[src/rtl/layer_sample_driver.sv]
// Producer-side driver for a neuron_learn layer: buffers samples, issues one at a
// time with a single valid pulse, and returns the captured layer response.
module layer_sample_driver #(
  parameter int unsigned N       = 16,
  parameter int unsigned M       = 41,
  parameter int unsigned DEPTH   = 4,
  parameter int unsigned LATENCY = 1,
  parameter int unsigned CNT_W   = 16,
  parameter int unsigned ZW      = 8
) (
  input  logic                    clock,
  input  logic                    reset,
  input  logic                    run,
  input  logic                    s_valid,
  output logic                    s_ready,
  input  logic                    s_learn,
  input  logic [N-1:0][ZW-1:0]    s_in,
  input  logic [M-1:0][ZW-1:0]    s_expected,
  output logic                    layer_valid,
  output logic                    layer_learn,
  output logic [N-1:0][ZW-1:0]    layer_in,
  output logic [M-1:0][ZW-1:0]    layer_expected_out,
  input  logic [M-1:0][ZW-1:0]    layer_out,
  input  logic [N-1:0][ZW-1:0]    layer_expected_in,
  output logic                    r_valid,
  input  logic                    r_ready,
  output logic                    r_learn,
  output logic [M-1:0][ZW-1:0]    r_out,
  output logic [N-1:0][ZW-1:0]    r_expected_in,
  output logic                    busy,
  output logic [CNT_W-1:0]        learn_count,
  output logic [CNT_W-1:0]        infer_count
);

  localparam int unsigned AW = (DEPTH > 1) ? $clog2(DEPTH) : 1;
  localparam int unsigned CW = $clog2(DEPTH + 1);
  localparam int unsigned LW = (LATENCY > 1) ? $clog2(LATENCY) : 1;

  typedef enum logic [1:0] {IDLE, ISSUE, WAIT, REPORT} state_t;

  state_t                  state, state_next;
  logic [AW-1:0]           wr_ptr, rd_ptr;
  logic [CW-1:0]           count;
  logic [LW-1:0]           lat_cnt;
  logic                    push, pop, fifo_empty, capture;

  logic                    mem_learn [DEPTH];
  logic [N-1:0][ZW-1:0]    mem_in    [DEPTH];
  logic [M-1:0][ZW-1:0]    mem_exp   [DEPTH];

  // s_ready uses the registered count, so a full FIFO refuses even while popping
  assign s_ready    = (count < CW'(DEPTH));
  assign fifo_empty = (count == '0);
  assign push       = s_valid && s_ready;
  assign pop        = (state == IDLE) && run && !fifo_empty;

  always_ff @(posedge clock) begin
    if (push) begin
      mem_learn[wr_ptr] <= s_learn;
      mem_in[wr_ptr]    <= s_in;
      mem_exp[wr_ptr]   <= s_expected;
    end
  end

  always_ff @(posedge clock) begin
    if (reset) begin
      wr_ptr <= '0;
      rd_ptr <= '0;
      count  <= '0;
    end else begin
      if (push) wr_ptr <= wr_ptr + AW'(1);
      if (pop)  rd_ptr <= rd_ptr + AW'(1);
      case ({push, pop})
        2'b10:   count <= count + CW'(1);
        2'b01:   count <= count - CW'(1);
        default: count <= count;
      endcase
    end
  end

  always_ff @(posedge clock) begin
    if (reset) state <= IDLE;
    else       state <= state_next;
  end

  always_comb begin
    state_next = state;
    capture    = 1'b0;
    unique case (state)
      IDLE:   if (run && !fifo_empty) state_next = ISSUE;
      ISSUE:  state_next = WAIT;
      WAIT: begin
        if (lat_cnt == LW'(LATENCY - 1)) begin
          capture    = 1'b1;
          state_next = REPORT;
        end
      end
      REPORT: if (r_ready) state_next = IDLE;
      default: state_next = IDLE;
    endcase
  end

  always_ff @(posedge clock) begin
    if (reset) begin
      layer_learn        <= 1'b0;
      layer_in           <= '0;
      layer_expected_out <= '0;
      r_learn            <= 1'b0;
      r_out              <= '0;
      r_expected_in      <= '0;
      learn_count        <= '0;
      infer_count        <= '0;
      lat_cnt            <= '0;
    end else begin
      if (pop) begin
        layer_learn        <= mem_learn[rd_ptr];
        layer_in           <= mem_in[rd_ptr];
        layer_expected_out <= mem_exp[rd_ptr];
      end
      if (state == ISSUE) begin
        lat_cnt <= '0;
        if (layer_learn) begin
          if (learn_count != '1) learn_count <= learn_count + CNT_W'(1);
        end else begin
          if (infer_count != '1) infer_count <= infer_count + CNT_W'(1);
        end
      end else if (state == WAIT) begin
        lat_cnt <= lat_cnt + LW'(1);
      end
      if (capture) begin
        r_out         <= layer_out;
        r_expected_in <= layer_expected_in;
        r_learn       <= layer_learn;
      end
    end
  end

  assign layer_valid = (state == ISSUE);
  assign r_valid     = (state == REPORT);
  assign busy        = (state != IDLE) || !fifo_empty;

endmodule

[config.mk]
export PLATFORM = sky130hd
export DESIGN_NAME = layer_sample_driver
export DESIGN_NICKNAME = d
export VERILOG_FILES = /design/src/rtl/layer_sample_driver.sv
export SDC_FILE = /design/constraint.sdc
export NUM_CORES = 2
export LEC_CHECK = 0
export BUFFER_PORTS_ARGS = -buffer_cell sky130_fd_sc_hd__buf_2
export CAP_MARGIN = 15
export CORE_AREA = 3 3 722 724
export DETAILED_ROUTE_END_ITERATION = 16
export DIE_AREA = 0 0 725 727
export SETUP_SLACK_MARGIN = 0.5
export SYNTH_ARGS = -nofsm -noshare
export SYNTH_HDL_FRONTEND = slang
export SYNTH_SLANG_ARGS = --single-unit
[constraint.sdc]
create_clock -name clock -period 44.7 [get_ports clock]
set_clock_uncertainty 0.2 [all_clocks]
set_input_delay 8.94 -clock clock [delete_from_list [all_inputs] [get_ports clock]]
set_output_delay 8.94 -clock clock [all_outputs]
set_load 0.03 [all_outputs]
==> results.yml <==
clock_network:
  cts_setup_buffers: 0
  cts_max_level: 5
  ctsHoldBuffers: 0
  clkSinkCount: 2784
  cts.path.max_buffers: 4
  path_clk_slew_ns: 0.06
  ctsRootBufferMaster: "clkbuf_16"
  cts_tree: "built"
  cts-resized-gates: 0
  insertion_delay_ns: 0.96
  numCtsBuffers: 319
power:
  p_total_mw: 8.15
  leakage_nw: 44.1
  vdd_ir_drop_max_v: 0.0000402
  p_per_area_nw_per_um2: 63.9
setup_path:
  required_ns: 45.02
  crit_type: "input pin to flip-flop"
  critPathLaunchType: "input pin"
  r2r_end: "mem_exp[3][146]"
  crit_start: "s_valid"
  timing.rr.start: "count[2]"
  reg2reg_slack_ns: 38.65
  worstPathMaxFanout: 54
  worst_ep_arrival_time_ns: 13.97
  endpoint: "mem_exp[3][146]"
  reg2reg_depth: 7
  cp-end-kind: "flip-flop"
synth:
  yosys_warnings: 0
  synth.area.mux_share_pct: 10.6
  yosysSeqAreaShare_pct: 74.9
  yosys.area_share.simple_pct: 7.67
  ys_seq_elements: 2784
  syn_nets: 7557
  synthAdderAreaFrac_pct: 0.159
  yosysUniqueCellTypes: 49
  synth-xor-area-share_pct: 0.0532
  synth_cells: 6627
  netlist_area_um2: 98900
  syn_avg_cell_area_um2: 14.9
  synth_compound_area_share_pct: 4.94
  synth_top_family_by_area: "multiplexers"
drt:
  dr_total_vias: 65507
  wl_per_cell_um: 31.7
  firstDrtPassIters: 6
  drc: 0
  vias_per_cell: 4.09
  wirelength_mm: 508
  drtIter0Drc: 5786
  final_antenna_net_count: 0
placed_design:
  place_inst: 15085
  placed_area_um2: 116000
  post-dp-hpwl_mm: 402
  gp_congestion: 0.985
  port-buffer-count: 1867
cells_and_area:
  multi_input_area_um2: 23200
  nets: 9420
  regArea_um2: 74000
  layout_common_cells: "buf_2, nand2_1, edfxtp_1"
  postLayoutCoreUtil_pct: 24.7
  final_cells: 16021
  fin_area_um2: 127000
  syn_to_final_growth_pct: 28.9
  layout_commonest_cell: "buf_2"
  drive_above_1_share_pct: 33.3
  fillCellCount: 54076
timing:
  period_share_pct: 30.5
  period_minus_slack_ns: 13.65
  finalHoldViolCount: 0
  tightest_slew_ns: 1.13
  setup_tns_ns: 0
  setup_viol: 0
  fmax_mhz: 73.3
  report.final.slew_viol_count: 0
  slew_headroom_pct: 24.7
  rsz0062_at_grt: "no"
grt:
  grt_max_degree: 164
  grt_pass1_vias: 62688
  gr-usage-all-layers_pct: 18.5
  antenna_found_initial: 325
  overflow: 0
  grt_pass1_wl_mm: 646
flow_run:
  maxCapViolCount: 0
run_status:
  status: "finished, final reports clean"
die:
  ios: 1868
  fp-row-count: 264
  start_util_pct: 19.2
  die_w_um: 725
  core_area_um2: 516000
  die_y_um: 727
  fp.dieArea_um2: 527000
worst_hold_path:
  holdCritPathClass: "flip-flop to flip-flop"
-- cell usage after synthesis (all sizes together) --
cell | count | area share, %
a2111oi | 4 | 0.035
a211oi | 4 | 0.030
a21boi | 1 | 0.0076
a21oi | 932 | 4.7
a222oi | 1 | 0.010
a31oi | 1 | 0.0063
a41o | 1 | 0.010
and2 | 5 | 0.032
and4 | 1 | 0.0089
and4b | 1 | 0.010
buf | 91 | 0.42
clkbuf | 325 | 1.2
dfxtp | 956 | 19
edfxtp | 1828 | 56
fa | 1 | 0.020
ha | 11 | 0.14
inv | 16 | 0.061
mux2 | 13 | 0.15
mux2i | 4 | 0.040
mux4 | 457 | 10
nand2 | 1842 | 7.0
nand2b | 6 | 0.038
nand3 | 12 | 0.066
nand4 | 8 | 0.057
nor2 | 33 | 0.13
nor2b | 17 | 0.11
nor3 | 9 | 0.046
nor3b | 1 | 0.0076
nor4 | 5 | 0.044
nor4b | 1 | 0.0089
o21a | 1 | 0.0076
o21ai | 8 | 0.040
o21bai | 1 | 0.0076
o311ai | 1 | 0.016
o31ai | 4 | 0.030
o41ai | 2 | 0.018
or2 | 3 | 0.019
or3 | 8 | 0.051
or4 | 5 | 0.042
or4b | 1 | 0.010
xnor2 | 3 | 0.027
xor2 | 3 | 0.027
-- layer usage --
| metal | vias to the layer above | global-route usage (%) | part of all wire [%] |
|---|---|---|---|
| li1 | 28366 | - | - |
| met1 | 33092 | 20.9 | 36 |
| met2 | 2870 | 29.7 | 46 |
| met3 | 1025 | 7.28 | 10 |
| met4 | 154 | 10.8 | 7.2 |
| met5 | - | 0 | 0.19 |
-- critical path, stage by stage --
cell and delay (ns):
buf_2 0.10, nor2b_1 0.48, and2_4 0.58, buf_4 0.58, buf_4 0.77, buf_4 0.77
buf_4 0.70, buf_4 0.76
-- metrics by stage --
stage                     setup WS [ns]  hold WS, ns
final                             31.05        0.249
after global routing              30.75        0.262
after CTS                         31.08        0.250
after detailed placement          30.04        0.243
after global placement            30.17        0.240
after floorplan                   23.98        0.307
-- report_power, final --
group / internal [mW] / switching [mW]
combinational: 0.600 / 1.63
clock: 1.49 / 1.15
sequential: 3.13 / 0.159
-- area by class of cell --
class	instances	area share [%]
diodes	342	0.671
well taps	6916	6.79
clock buffers	426	6.79
inverters	16	0.0530
clock inverters	168	1.46
repair buffers	1958	7.96
flip-flops and latches	2784	58.1
multi-input cells	3411	18.2
-- worst min path at each step --
stage / from / end / slack [ns] / cells after the start
2_1_floorplan: count[2] / count[2] / 0.31 / 2
3_3_place_gp: r_expected_in[0] / r_expected_in[0] / 0.24 / 2
3_5_place_dp: layer_expected_out[31] / layer_expected_out[31] / 0.24 / 2
4_1_cts: layer_expected_out[31] / layer_expected_out[31] / 0.25 / 2
5_1_grt: r_expected_in[73] / r_expected_in[73] / 0.26 / 2
6_report: layer_expected_out[118] / layer_expected_out[118] / 0.25 / 2
-- sequential cells by signal (all words and copies together), names as in the netlist, 2 cells and up --
name,count
count,3
infer_count,16
layer_expected_out,328
layer_in,128
learn_count,16
mem_exp,1312
mem_in,512
mem_learn,4
r_expected_in,128
r_out,328
rd_ptr,2
state,2
wr_ptr,2
-- kinds of logic after synthesis --
| family | Yosys count |
|---|---|
| buffers and inverters | 432 |
| AND/OR/NAND/NOR | 1958 |
| multiplexers | 474 |
| AO/OA/AOI/OAI | 961 |
| flip-flops | 2784 |
| XOR/XNOR | 6 |
| adder cells (fa/ha/maj) | 12 |
No activity file was read; power rests on OpenSTA's default activity.
